--- src/rtl/al_accel_wbuf_loader_if.sv ---
// al_accel_wbuf_loader_if: weight stream input and weight buffer load port bundle
interface al_accel_wbuf_loader_if;
  logic        in_valid;
  logic        in_ready;
  logic [31:0] in_data;
  logic [2:0]  in_nbytes;
  logic [31:0] wbuf_di;
  logic [1:0]  wbuf_wstrb;
  logic        wbuf_ld_wrn;
  modport master (
    output in_valid, in_data, in_nbytes,
    input  in_ready, wbuf_di, wbuf_wstrb, wbuf_ld_wrn
  );
  modport slave (
    input  in_valid, in_data, in_nbytes,
    output in_ready, wbuf_di, wbuf_wstrb, wbuf_ld_wrn
  );
endinterface

--- src/rtl/al_accel_wbuf_loader.sv ---
// al_accel_wbuf_loader: FIFO-buffered weight stream feeder for the al_accel_wbuf load port
module al_accel_wbuf_loader #(
  parameter int DEPTH = 4,
  parameter int CNT_W = 16
) (
  input  logic                 clk,
  input  logic                 resetn,
  input  logic                 enb,
  input  logic                 start,
  input  logic [CNT_W-1:0]     cfg_nweights,
  al_accel_wbuf_loader_if.slave bus,
  output logic                 busy,
  output logic                 done,
  output logic                 err,
  output logic [CNT_W-1:0]     loaded_cnt
);
  localparam int AW = $clog2(DEPTH);
  typedef enum logic [1:0] {IDLE, LOAD, DONE} state_t;
  state_t state_q, state_d;
  logic [CNT_W-1:0] nw_q, rem;
  logic [31:0] mem_d [DEPTH];
  logic [2:0] mem_n [DEPTH];
  logic [AW:0] wp, rp;
  logic [2:0] head_n, eff;
  logic full, empty, term, acc, bad, push, pop, flush;
  assign full = (wp - rp) == (AW+1)'(DEPTH);
  assign empty = wp == rp;
  assign term = loaded_cnt == nw_q;
  assign bus.in_ready = state_q == LOAD && !full && !term;
  assign acc = bus.in_valid && bus.in_ready;
  assign bad = acc && (bus.in_nbytes == 3'd0 || bus.in_nbytes > 3'd4);
  assign push = acc && !bad;
  assign pop = state_q == LOAD && enb && !empty && !term && !start;
  assign flush = start || (state_q == LOAD && term);
  assign head_n = mem_n[rp[AW-1:0]];
  assign rem = nw_q - loaded_cnt;
  assign eff = (CNT_W'(head_n) > rem) ? rem[2:0] : head_n;
  assign busy = state_q == LOAD;
  assign done = state_q == DONE;
  // Next state: start restarts from anywhere; reaching the byte total ends the load
  always_comb begin
    state_d = start ? (cfg_nweights == '0 ? DONE : LOAD) : (state_q == LOAD && term) ? DONE : state_q;
  end
  // State register
  always_ff @(posedge clk) begin
    if (!resetn) state_q <= IDLE;
    else state_q <= state_d;
  end
  // FIFO pointers, cleared on restart and when the load completes
  always_ff @(posedge clk) begin
    if (!resetn || flush) begin
      wp <= '0;
      rp <= '0;
    end else begin
      wp <= wp + (AW+1)'(push);
      rp <= rp + (AW+1)'(pop);
    end
  end
  // FIFO storage: word plus its byte count
  always_ff @(posedge clk) begin
    if (push) begin
      mem_d[wp[AW-1:0]] <= bus.in_data;
      mem_n[wp[AW-1:0]] <= bus.in_nbytes;
    end
  end
  // Load port, byte counter and sticky error; the final word is clipped to the remaining bytes
  always_ff @(posedge clk) begin
    if (!resetn) begin
      bus.wbuf_di <= '0;
      bus.wbuf_wstrb <= '0;
      bus.wbuf_ld_wrn <= 1'b0;
      loaded_cnt <= '0;
      nw_q <= '0;
      err <= 1'b0;
    end else begin
      bus.wbuf_ld_wrn <= pop;
      if (pop) begin
        bus.wbuf_di <= mem_d[rp[AW-1:0]];
        bus.wbuf_wstrb <= 2'(eff - 3'd1);
      end
      nw_q <= start ? cfg_nweights : nw_q;
      loaded_cnt <= start ? '0 : pop ? loaded_cnt + CNT_W'(eff) : loaded_cnt;
      err <= !start && (err || bad);
    end
  end
endmodule

--- src/flat_wrapper.sv ---
// flat-port wrapper written by rule: the top's interface ports become plain ports
module al_accel_wbuf_loader_flat 
#(
  parameter int DEPTH = 4,
  parameter int CNT_W = 16
)
  (clk, resetn, enb, start, cfg_nweights, busy, done, err, loaded_cnt, bus_in_valid, bus_in_data, bus_in_nbytes, bus_in_ready, bus_wbuf_di, bus_wbuf_wstrb, bus_wbuf_ld_wrn);
  al_accel_wbuf_loader_if bus_i ();
  input  logic clk;
  input  logic resetn;
  input  logic enb;
  input  logic start;
  input  logic [CNT_W-1:0] cfg_nweights;
  output logic busy;
  output logic done;
  output logic err;
  output logic [CNT_W-1:0] loaded_cnt;
  input wire logic [$bits(bus_i.in_valid)-1:0] bus_in_valid;
  input wire logic [$bits(bus_i.in_data)-1:0] bus_in_data;
  input wire logic [$bits(bus_i.in_nbytes)-1:0] bus_in_nbytes;
  output wire logic [$bits(bus_i.in_ready)-1:0] bus_in_ready;
  output wire logic [$bits(bus_i.wbuf_di)-1:0] bus_wbuf_di;
  output wire logic [$bits(bus_i.wbuf_wstrb)-1:0] bus_wbuf_wstrb;
  output wire logic [$bits(bus_i.wbuf_ld_wrn)-1:0] bus_wbuf_ld_wrn;
  assign bus_i.in_valid = bus_in_valid;
  assign bus_i.in_data = bus_in_data;
  assign bus_i.in_nbytes = bus_in_nbytes;
  assign bus_in_ready = bus_i.in_ready;
  assign bus_wbuf_di = bus_i.wbuf_di;
  assign bus_wbuf_wstrb = bus_i.wbuf_wstrb;
  assign bus_wbuf_ld_wrn = bus_i.wbuf_ld_wrn;
  al_accel_wbuf_loader #(.DEPTH(DEPTH), .CNT_W(CNT_W)) u_core (.clk(clk), .resetn(resetn), .enb(enb), .start(start), .cfg_nweights(cfg_nweights), .bus(bus_i), .busy(busy), .done(done), .err(err), .loaded_cnt(loaded_cnt));
endmodule
--- config.mk ---
export PLATFORM = sky130hd
export DESIGN_NAME = al_accel_wbuf_loader_flat
export DESIGN_NICKNAME = d
export VERILOG_FILES = /design/src/rtl/al_accel_wbuf_loader_if.sv /design/src/rtl/al_accel_wbuf_loader.sv /design/src/flat_wrapper.sv
export SDC_FILE = /design/constraint.sdc
export NUM_CORES = 1
export LEC_CHECK = 0
export BUFFER_PORTS_ARGS = -buffer_cell sky130_fd_sc_hd__buf_2
export CORE_AREA = 3 3 132 134
export CTS_CLUSTER_DIAMETER = 150
export DETAILED_ROUTE_END_ITERATION = 10
export DIE_AREA = 0 0 135 137
export GPL_TIMING_DRIVEN = 0
export PLACE_DENSITY = 0.78
export REMOVE_ABC_BUFFERS = 1
export SKIP_LAST_GASP = 1
export SYNTH_ARGS = -nofsm -noshare
export SYNTH_HDL_FRONTEND = slang
export SYNTH_SLANG_ARGS = --single-unit
--- constraint.sdc ---
create_clock -name clk -period 6.1 [get_ports clk]
set_input_delay 1.525 -clock clk [delete_from_list [all_inputs] [get_ports clk]]
set_output_delay 1.525 -clock clk [all_outputs]
set_load 0.02 [all_outputs]
==> flow_metrics.tcl, run 1 <==
set metrics [dict create \
    critical_path.max_fanout 16 \
    groute.usage.overall_pct 22.6 \
    cts_resized 0 \
    clk-insertion-delay-late_ns 0.52 \
    hold_path_class "reg -> reg" \
    fin_util_pct 66.5 \
    syn-instance-count 695 \
    cts_root_buffer "clkbuf_16" \
    worstMarginPinSlew_ns 1.05 \
    status "finished, final reports clean" \
    seq_area_frac_synth_pct 61.2 \
    boundaryPins 111 \
    firstDrtPassIters 5 \
    drt_iter0_drc 326 \
    grt_antenna_before_repair 3 \
    grt_pass1_vias 6285 \
    rsz0062_at_grt "false" \
    avgViaCountPerCell 5.82 \
    globalplace.congestion 0.863 \
    setup_viol 0 \
    fin_crit_ns 5.44 \
    crit_arrival_ns 5.81 \
    r2r_end "u_core.loaded_cnt[15]$_SDFFE_PP0P_" \
    final_nets 891 \
    clockBufferDepth 3 \
    grt_max_degree 59 \
    cap_violations 0 \
    core-area_sq_um 16400 \
    min_period_over_period_pct 89.1 \
    synth.area.top_cells "edfxtp_1 (45%), dfxtp_1 (16%), mux4_2 (8.2%), ha_1 (3.7%), nand2_1 (3.5%)" \
    syn_area_sq_um 9360 \
    start_util_pct 57.0 \
    ys_ff_latch 216 \
    cp.required_ns 6.48 \
    reg2reg_slack_ns 0.66 \
    yosys_warnings 0 \
    wire_per_inst_um 20.0 \
    fillers 1159 \
    grt_overflow 0 \
    cp-endpoint "u_core.loaded_cnt[15]$_SDFFE_PP0P_" \
    slew_headroom_pct 30.1 \
    clkSinkCount 216 \
    drtAntennaViolNets 0 \
    h-tree-depth 1 \
    rows 47 \
    synthDominantCellAreaShare_pct 44.9 \
    drc 0 \
    syn_area_per_cell_sq_um 13.5 \
    vias 6074 \
    post_cts_buffers 0 \
    synth_enable_flop_cells 140 \
    peakVddDrop_mv 0.211 \
    numCtsBuffers 23 \
    startpoint_type "register" \
    layout-drive-gt1-share_pct 24.9 \
    synth_cell_types 67 \
    r2r-start "u_core.rp[0]$_SDFF_PP0_" \
    holdWs_ns 0.462 \
    endpoint_kind "register" \
    fmax_mhz 184 \
    reg2reg_depth 17 \
    yosys.area.top_type "edfxtp_1" \
    crit_start "u_core.rp[0]$_SDFF_PP0_" \
    power_density_nw_per_um2 285 \
    hold_viol_final 0 \
    ys.flop_type "edfxtp_1" \
    cts_tree "yes" \
    dieArea_sq_um 18500 \
    die_y_um 137 \
    leakagePower_nw 4.02 \
    crit_type "reg -> reg" \
    routed_wl_mm 20.8 \
    postCtsHoldBufs 0 \
    port_buffers 110 \
    grt_pass1_wl_mm 32.6 \
    dpl.hpwl_mm 14.0 \
    clkSlewWorstSetupHoldPaths_ns 0.06 \
    async_flop_share_pct 0 \
    slew_viol_final 0 \
    synthToLayoutAreaGrowth_pct 16.7 \
    dieWidth_um 135 \
    skew_ns 0.0111 \
]
-- cell families (layout without fill, tap and decap cells) --
logic type / Yosys count / in the layout / share of synthesized area (%)
multiplexers: 59 / 59 / 11.0
other: 0 / 1 / 0
XOR/XNOR: 23 / 23 / 2.15
AND/OR/NAND/NOR: 201 / 201 / 10.4
buffers and inverters: 64 / 191 / 3.02
AO/OA/AOI/OAI: 102 / 102 / 8.02
flip-flops: 216 / 216 / 61.2
adder cells (fa/ha/maj): 30 / 30 / 4.17
-- synthesized netlist by cell type, types with 2 or more instances --
| library cell | number |
|---|---|
| edfxtp_1 | 140 |
| nand2_1 | 87 |
| dfxtp_1 | 76 |
| mux4_2 | 34 |
| a21boi_0 | 31 |
| inv_1 | 30 |
| ha_1 | 28 |
| nor2_1 | 26 |
| nor2b_1 | 22 |
| mux2i_1 | 20 |
| a21oi_1 | 15 |
| xnor2_1 | 15 |
| clkbuf_1 | 14 |
| nand3_1 | 11 |
| nor3_1 | 10 |
| nand4_1 | 9 |
| buf_1 | 8 |
| xor2_1 | 8 |
| and2_1 | 7 |
| buf_2 | 7 |
| o21a_1 | 7 |
| o21ai_0 | 7 |
| nor4_1 | 6 |
| and3_1 | 5 |
| o2111ai_1 | 5 |
| o211ai_1 | 5 |
| buf_6 | 4 |
| nand2b_1 | 4 |
| a211oi_1 | 3 |
| a21boi_1 | 3 |
| a21o_1 | 3 |
| a221oi_1 | 2 |
| and2_2 | 2 |
| fa_1 | 2 |
| mux2_2 | 2 |
| mux2_4 | 2 |
| nor3b_1 | 2 |
| o221ai_1 | 2 |
| o22ai_1 | 2 |
| o31a_1 | 2 |
-- critical path: stages (launching register included) --
cell and delay (ns):
dfxtp_2 0.71, mux2_2 0.40, o21ai_0 0.51, ha_1 0.35, and3_1 0.18, nor4_1 0.25, o211ai_1 0.13, and4bb_2 0.31
nand4b_1 0.16, or2_1 0.36, mux2_4 0.35, ha_1 0.27, a21o_1 0.15, a21oi_1 0.49, and4b_1 0.33, nand3_1 0.11
xor2_1 0.17, nor2_1 0.05
-- power breakdown --
group	switching (mW)	leakage (nW)	internal, mW
Combinational	0.104	1.78	0.0790
Sequential	0.00826	1.88	1.57
Clock	0.556	0.355	0.791
-- sequential cells by signal, indices dropped and copies added, names as in the netlist --
signal                  count
u_core.mem_n               12
u_core.mem_d              128
u_core.loaded_cnt          16
u_core.bus.wbuf_wstrb       2
u_core.bus.wbuf_ld_wrn      1
u_core.wp                   3
u_core.err                  1
u_core.rp                   3
u_core.nw_q                16
u_core.bus.wbuf_di         32
u_core.state_q              2
-- worst min path at each step --
stage                                         from                                  end  depth (start not counted)
2_1_floorplan          u_core.nw_q[0]$_SDFFE_PN0P_          u_core.nw_q[0]$_SDFFE_PN0P_                          2
3_5_place_dp    u_core.bus.wbuf_di[2]$_SDFFE_PN0P_   u_core.bus.wbuf_di[2]$_SDFFE_PN0P_                          2
6_report        u_core.bus.wbuf_di[2]$_SDFFE_PN0P_   u_core.bus.wbuf_di[2]$_SDFFE_PN0P_                          2
5_1_grt        u_core.bus.wbuf_di[12]$_SDFFE_PN0P_  u_core.bus.wbuf_di[12]$_SDFFE_PN0P_                          2
3_3_place_gp    u_core.bus.wbuf_di[8]$_SDFFE_PN0P_   u_core.bus.wbuf_di[8]$_SDFFE_PN0P_                          2
4_1_cts         u_core.bus.wbuf_di[2]$_SDFFE_PN0P_   u_core.bus.wbuf_di[2]$_SDFFE_PN0P_                          2
-- cell usage in the layout (no fill, tap or decap), drive strengths merged, types with 3 or more instances in the layout --
cell	count
and3	6
o21ai	8
buf	119
inv	32
a21boi	34
nand3	11
a21oi	16
xor2	8
ha	28
mux2i	20
o211ai	5
nand2	87
nand2b	4
o2111ai	6
mux4	34
a221oi	3
nor2b	22
o21a	7
edfxtp	140
mux2	5
nand4	9
clkinv	5
nor2	26
xnor2	15
dfxtp	76
nor3	10
clkbuf	33
a211oi	3
nor4	6
and2	9
a21o	4
-- per-stage QoR --
step                      setup TNS, ns  power (mW)  cell area (sq um)  std cells  worst slack [ns]
after floorplan                       0        1.72               9190        661             0.239
after global placement          -117.36        1.78              10000        991             -2.34
after detailed placement              0        1.79              10200       1000             0.671
after CTS                             0        3.13              10900       1042             0.637
after global routing                  0        3.20              10900       1043             0.325
final                                 0        3.11              10900       1043             0.665
-- layout make-up --
| type | count | area, sq um | share of cell area (%) |
|---|---|---|---|
| sequential | 216 | 5730 | 52.5 |
| clock buffer | 33 | 613 | 5.62 |
| antenna | 1 | 2.50 | 0.0229 |
| clock inverter | 9 | 113 | 1.03 |
| timing repair buffer | 119 | 708 | 6.49 |
| tap | 220 | 275 | 2.52 |
| multi-input combinational | 415 | 3370 | 30.8 |
| inverter | 30 | 113 | 1.03 |
-- layer usage --
| metal | vias to the layer above | GRT usage (%) | routed length, um |
|---|---|---|---|
| met3 | 52 | 5.26 | 1380 |
| met1 | 2991 | 28.0 | 8210 |
| met2 | 213 | 39.4 | 10500 |
| met5 | - | 0 | 21 |
| li1 | 2814 | - | - |
| met4 | 4 | 7.84 | 659 |
Note: power is estimated with default switching activity, not from simulation.
==> inputs of run 2 (changes only) <==
CORE_AREA = 3 3 126 128   (was 3 3 132 134)
DIE_AREA = 0 0 129 131   (was 0 0 135 137)
PLACE_DENSITY = 0.91   (was 0.78)
clock period = 6.5 ns   (was 6.1 ns; I/O delays follow)
==> run 2 against run 1 <==
Net effect: power down 7.2%; die area fell by 8.6%; global-route usage grew 2.5 points; critical path depth is the same; critical path type unchanged; largest power group unchanged; highest routed layer unchanged.
==> flow_metrics.tcl, run 2 (synthesized netlist as in run 1, its figures left out) <==
set metrics [dict create \
    setup_viol 0 \
    vias 6028 \
    drt_iter0_drc 448 \
    fin_util_pct 72.2 \
    layout_commonest_cell "edfxtp_1" \
    h-tree-depth 1 \
    power_density_nw_per_um2 267 \
    clkSlewWorstSetupHoldPaths_ns 0.06 \
    cts_resized 0 \
    clk-insertion-delay-late_ns 0.51 \
    largest_reg_flops 128 \
    grt_pass1_wl_mm 32.7 \
    start_util_pct 62.5 \
    fillers 956 \
    avgViaCountPerCell 5.99 \
    clockBufferDepth 3 \
    fin_crit_ns 5.28 \
    post_cts_buffers 0 \
    status "finished, final reports clean" \
    port_buffers 110 \
    die_y_um 131 \
    rsz0062_at_grt "false" \
    core-area_sq_um 15000 \
    skew_ns 0.0151 \
    r2r-start "u_core.rp[1]$_SDFF_PP0_" \
    routed_wl_mm 20.6 \
    critical_path.max_fanout 36 \
    holdWs_ns 0.455 \
    postCtsHoldBufs 0 \
    grt_max_degree 59 \
    holdCritStartpoint "u_core.bus.wbuf_di[7]$_SDFFE_PN0P_" \
    power_mw 2.88 \
    min_period_over_period_pct 81.3 \
    cts_tree "yes" \
    crit_start "u_core.rp[1]$_SDFF_PP0_" \
    cap_violations 0 \
    grt_overflow 0 \
    numCtsBuffers 22 \
    drc 0 \
    firstDrtPassIters 5 \
    fmax_mhz 189 \
    drtAntennaViolNets 0 \
    globalplace.congestion 0.921 \
    grt_antenna_before_repair 2 \
    wire_per_inst_um 20.5 \
    leakagePower_nw 3.97 \
    grt_pass1_vias 6100 \
    setup_ws_ns 1.22 \
    endpoint_kind "register" \
    groute.usage.overall_pct 25.2 \
    cp.required_ns 6.86 \
    final_nets 887 \
    hold_viol_final 0 \
    peakVddDrop_mv 0.293 \
    slew_headroom_pct 30.8 \
    startpoint_type "register" \
    boundaryPins 111 \
    slew_viol_final 0 \
    crit_type "reg -> reg" \
    crit_arrival_ns 5.64 \
    place_worst_setup_slack_ns 1.25 \
    dieArea_sq_um 16900 \
    dpl.hpwl_mm 13.2 \
    dieWidth_um 129 \
    layout-drive-gt1-share_pct 24.6 \
    rows 45 \
    worstMarginPinSlew_ns 1.04 \
    hold_path_class "reg -> reg" \
    clkSinkCount 216 \
    layout_common_cells "edfxtp_1 (140), buf_2 (110), nand2_1 (86), dfxtp_1 (74), mux4_2 (34)" \
    cts_root_buffer "clkbuf_16" \
    synthToLayoutAreaGrowth_pct 15.5 \
]
==> run 2: area by class of cell <==
cell class / count / area [sq um] / share of cell area [%]
inverter: 30 / 113 / 1.04
clock inverter: 11 / 134 / 1.24
antenna: 1 / 2.50 / 0.0232
multi-input combinational: 415 / 3370 / 31.1
sequential: 216 / 5730 / 53.0
tap: 188 / 235 / 2.18
clock buffer: 29 / 587 / 5.43
timing repair buffer: 116 / 644 / 5.96
==> run 2: worst paths after layout <==
check	cells past startpoint	end	slack [ns]
max	17	u_core.loaded_cnt[15]$_SDFFE_PP0P_	1.22
min	2	u_core.bus.wbuf_di[7]$_SDFFE_PN0P_	0.46
max reg2reg	17	u_core.loaded_cnt[15]$_SDFFE_PP0P_	1.22
min reg2reg	2	u_core.bus.wbuf_di[7]$_SDFFE_PN0P_	0.46
==> run 2: per-stage QoR <==
stage,area (sq um),std cells,TNS (ns)
floorplan,9190,661,0
detailed placement,10100,965,0
CTS,10800,1005,0
finish,10800,1006,0
global route,10800,1006,0
global placement,9970,959,-62.43
==> run 2: power breakdown <==
group / total [mW] / switching, mW / internal, mW
combinational: 0.170 / 0.0965 / 0.0740
clock: 1.23 / 0.511 / 0.722
sequential: 1.48 / 0.00734 / 1.47
total: 2.88 / 0.615 / 2.27
==> run 2: routing by layer <==
layer  vias to the layer above  routed length [um]  track usage [%]
met5                         -                  13                0
met4                         2                 537             6.98
li1                       2784                   -                -
met3                        46                1400             4.55
met1                      2949                8000             31.8
met2                       247               10700             45.0
==> run 2: worst max-delay path, stage by stage (launching register included) <==
cell,delay (ns)
dfxtp_2,0.97
inv_1,0.20
o21ai_0,0.50
ha_1,0.33
and3_1,0.18
nor4_1,0.26
o211ai_1,0.12
and4bb_2,0.30
nand4b_1,0.15
or2_1,0.36
mux2_4,0.35
ha_1,0.28
a21o_1,0.16
a21oi_1,0.34
and4b_1,0.31
nand3_1,0.10
xor2_1,0.15
nor2_1,0.05
==> inputs of run 3 (changes only) <==
ABC_AREA = 1   (was not set)
CORE_AREA = 3 3 140 142   (was 3 3 126 128)
DIE_AREA = 0 0 143 145   (was 0 0 129 131)
PLACE_DENSITY = 0.81   (was 0.91)
clock period = 4.4 ns   (was 6.5 ns; I/O delays follow)
==> run 3 against run 2 <==
Net effect: power increased by 58%; final cell count increased by 37%; sequential power increased by 48%; critical path type unchanged; largest cell class unchanged.
==> flow_metrics.tcl, run 3 <==
set metrics [dict create \
    status "finished, final reports clean" \
    cts_root_buffer "clkbuf_16" \
    cpPeakStageDelay_ns 0.49 \
    drt_iter0_drc 335 \
    cp.required_ns 4.82 \
    largest_reg_flops 128 \
    firstDrtPassIters 6 \
    hold_viol_final 0 \
    peakVddDrop_mv 0.467 \
    globalplace.congestion 0.883 \
    setup_viol 0 \
    holdWs_ns 0.480 \
    skew_ns 0.0122 \
    startpoint_type "register" \
    fin_util_pct 61.6 \
    yosys.area.top_type "edfxtp_1" \
    drtAntennaViolNets 0 \
    synth_commonest_cells "nor2_1 (190), edfxtp_1 (140), nand2_1 (134)" \
    tns_ns 0 \
    place_worst_setup_slack_ns -0.434 \
    dieArea_sq_um 20700 \
    layout_common_cells "nor2_1 (190), edfxtp_1 (140), nand2_1 (134), o21ai_0 (120), buf_2 (110)" \
    syn_area_per_cell_sq_um 9.54 \
    dieWidth_um 143 \
    grt_pass1_vias 7130 \
    synthToLayoutAreaGrowth_pct 18.0 \
    cp.buffers_inverters 4 \
    wire_per_inst_um 16.2 \
    power_density_nw_per_um2 399 \
    slew_viol_final 0 \
    boundaryPins 111 \
    synth_enable_flop_cells 140 \
    cp_slowest_cell "fa_1" \
    worstMarginPinSlew_ns 1.30 \
    setup_ws_ns 0.396 \
    synthDominantCellAreaShare_pct 43.3 \
    numCtsBuffers 23 \
    instances_no_fill 1380 \
    endpoint_kind "register" \
    syn_area_sq_um 9700 \
    drc 0 \
    dp_cells 1335 \
    grt_max_degree 76 \
    h-tree-depth 1 \
    groute.usage.overall_pct 21.2 \
    seq_area_frac_synth_pct 59.0 \
    ys.flop_type "edfxtp_1" \
    vias 7333 \
    async_flop_share_pct 0 \
    clkSinkCount 216 \
    fin_crit_ns 4.00 \
    layout-drive-gt1-share_pct 19.5 \
    rsz0062_at_grt "false" \
    grt_pass1_wl_mm 35.3 \
    grt_overflow 0 \
    avgViaCountPerCell 5.31 \
    route.top_layer_used "met5" \
    wl_met3_mm 1.50 \
    dpl.hpwl_mm 14.9 \
    wl_met1_mm 9.03 \
    leakagePower_nw 4.72 \
    die_y_um 145 \
    clkSlewWorstSetupHoldPaths_ns 0.06 \
    hold_path_class "reg -> reg" \
    cp_top_family "adder cells" \
    layout_commonest_cell "nor2_1" \
    min_period_over_period_pct 91.0 \
    cap_violations 0 \
    yosysMostFrequentCell "nor2_1" \
    routed_wl_mm 22.3 \
    synth_cell_types 44 \
    placed_area_sq_um 10600 \
    met2WireLength_mm 11.1 \
    ys_ff_latch 216 \
    fmax_mhz 250 \
    grt_antenna_before_repair 4 \
    final_cell_area_sq_um 11400 \
    power_mw 4.57 \
    crit_type "reg -> reg" \
    rows 50 \
    clk-insertion-delay-late_ns 0.52 \
    cts_tree "yes" \
    start_util_pct 52.2 \
    core-area_sq_um 18600 \
    final_nets 1214 \
    critical_path.max_fanout 4 \
    yosys_warnings 0 \
    port_buffers 110 \
    slew_headroom_pct 13.5 \
    crit_arrival_ns 4.42 \
    synth.area.top_cells "edfxtp_1 (43%), dfxtp_1 (16%), nor2_1 (7.4%), o21ai_0 (6.2%), nand2_1 (5.2%)" \
    clockBufferDepth 3 \
    syn-instance-count 1017 \
]
[run 3: changes by cell type in the layout (fill, tap and decap cells not counted), sizes merged, moves of 20 or more]
cell and change:
a21boi -34, a21oi +20, a31oi +35, inv +64, mux2i -20, mux4 -34
nand2 +69, nand3 +21, nor2 +173, nor2b -22, o21ai +124
[run 3: logic make-up after synthesis]
| group | Yosys count | synth area share [%] |
|---|---|---|
| AND/OR/NAND/NOR | 416 | 18.7 |
| flip-flops | 216 | 59.0 |
| AO/OA/AOI/OAI | 210 | 11.8 |
| buffers and inverters | 136 | 5.63 |
| adder cells (fa/ha/maj) | 30 | 4.03 |
| XOR/XNOR | 9 | 0.813 |
[run 3: repair_timing]
item	in CTS	in global routing
endpoints found under the setup margin	44	11
hold buffers	0	0
buffers inserted	0	2
gates cloned	0	0
resized for setup	2	10
pin swaps	0	1
[run 3: path summary, 6_finish.rpt]
check	slack (ns)	start	cells after the start	end
worst max-delay path	0.40	u_core.nw_q[0]$_SDFFE_PN0P_	27	u_core.loaded_cnt[12]$_SDFFE_PP0P_
worst min register to register	0.48	u_core.err$_SDFF_PN0_	1	u_core.err$_SDFF_PN0_
worst min-delay path	0.48	u_core.err$_SDFF_PN0_	1	u_core.err$_SDFF_PN0_
worst max register to register	0.40	u_core.nw_q[0]$_SDFFE_PN0P_	27	u_core.loaded_cnt[12]$_SDFFE_PP0P_
[run 3: final cells by class]
class | count | area (sq um)
Antenna cell | 1 | 2.50
Clock buffer | 32 | 649
Clock inverter | 10 | 174
Fill cell | 1500 | 7130
Inverter | 95 | 363
Multi-Input combinational cell | 665 | 3470
Sequential cell | 216 | 5740
Tap cell | 234 | 293
Timing Repair Buffer | 127 | 759
[run 3: power by group]
| group | internal [mW] | switching (mW) | total, mW |
|---|---|---|---|
| Sequential | 2.18 | 0.0109 | 2.19 |
| Combinational | 0.108 | 0.204 | 0.312 |
| Clock | 1.28 | 0.795 | 2.07 |
| Total | 3.56 | 1.01 | 4.57 |
[run 3: routing by layer]
| layer | track usage, % | up-vias |
|---|---|---|
| met4 | 6.61 | 8 |
| met3 | 5.41 | 48 |
| met2 | 37.2 | 202 |
| li1 | - | 3689 |
| met5 | 0 | - |
| met1 | 25.4 | 3386 |
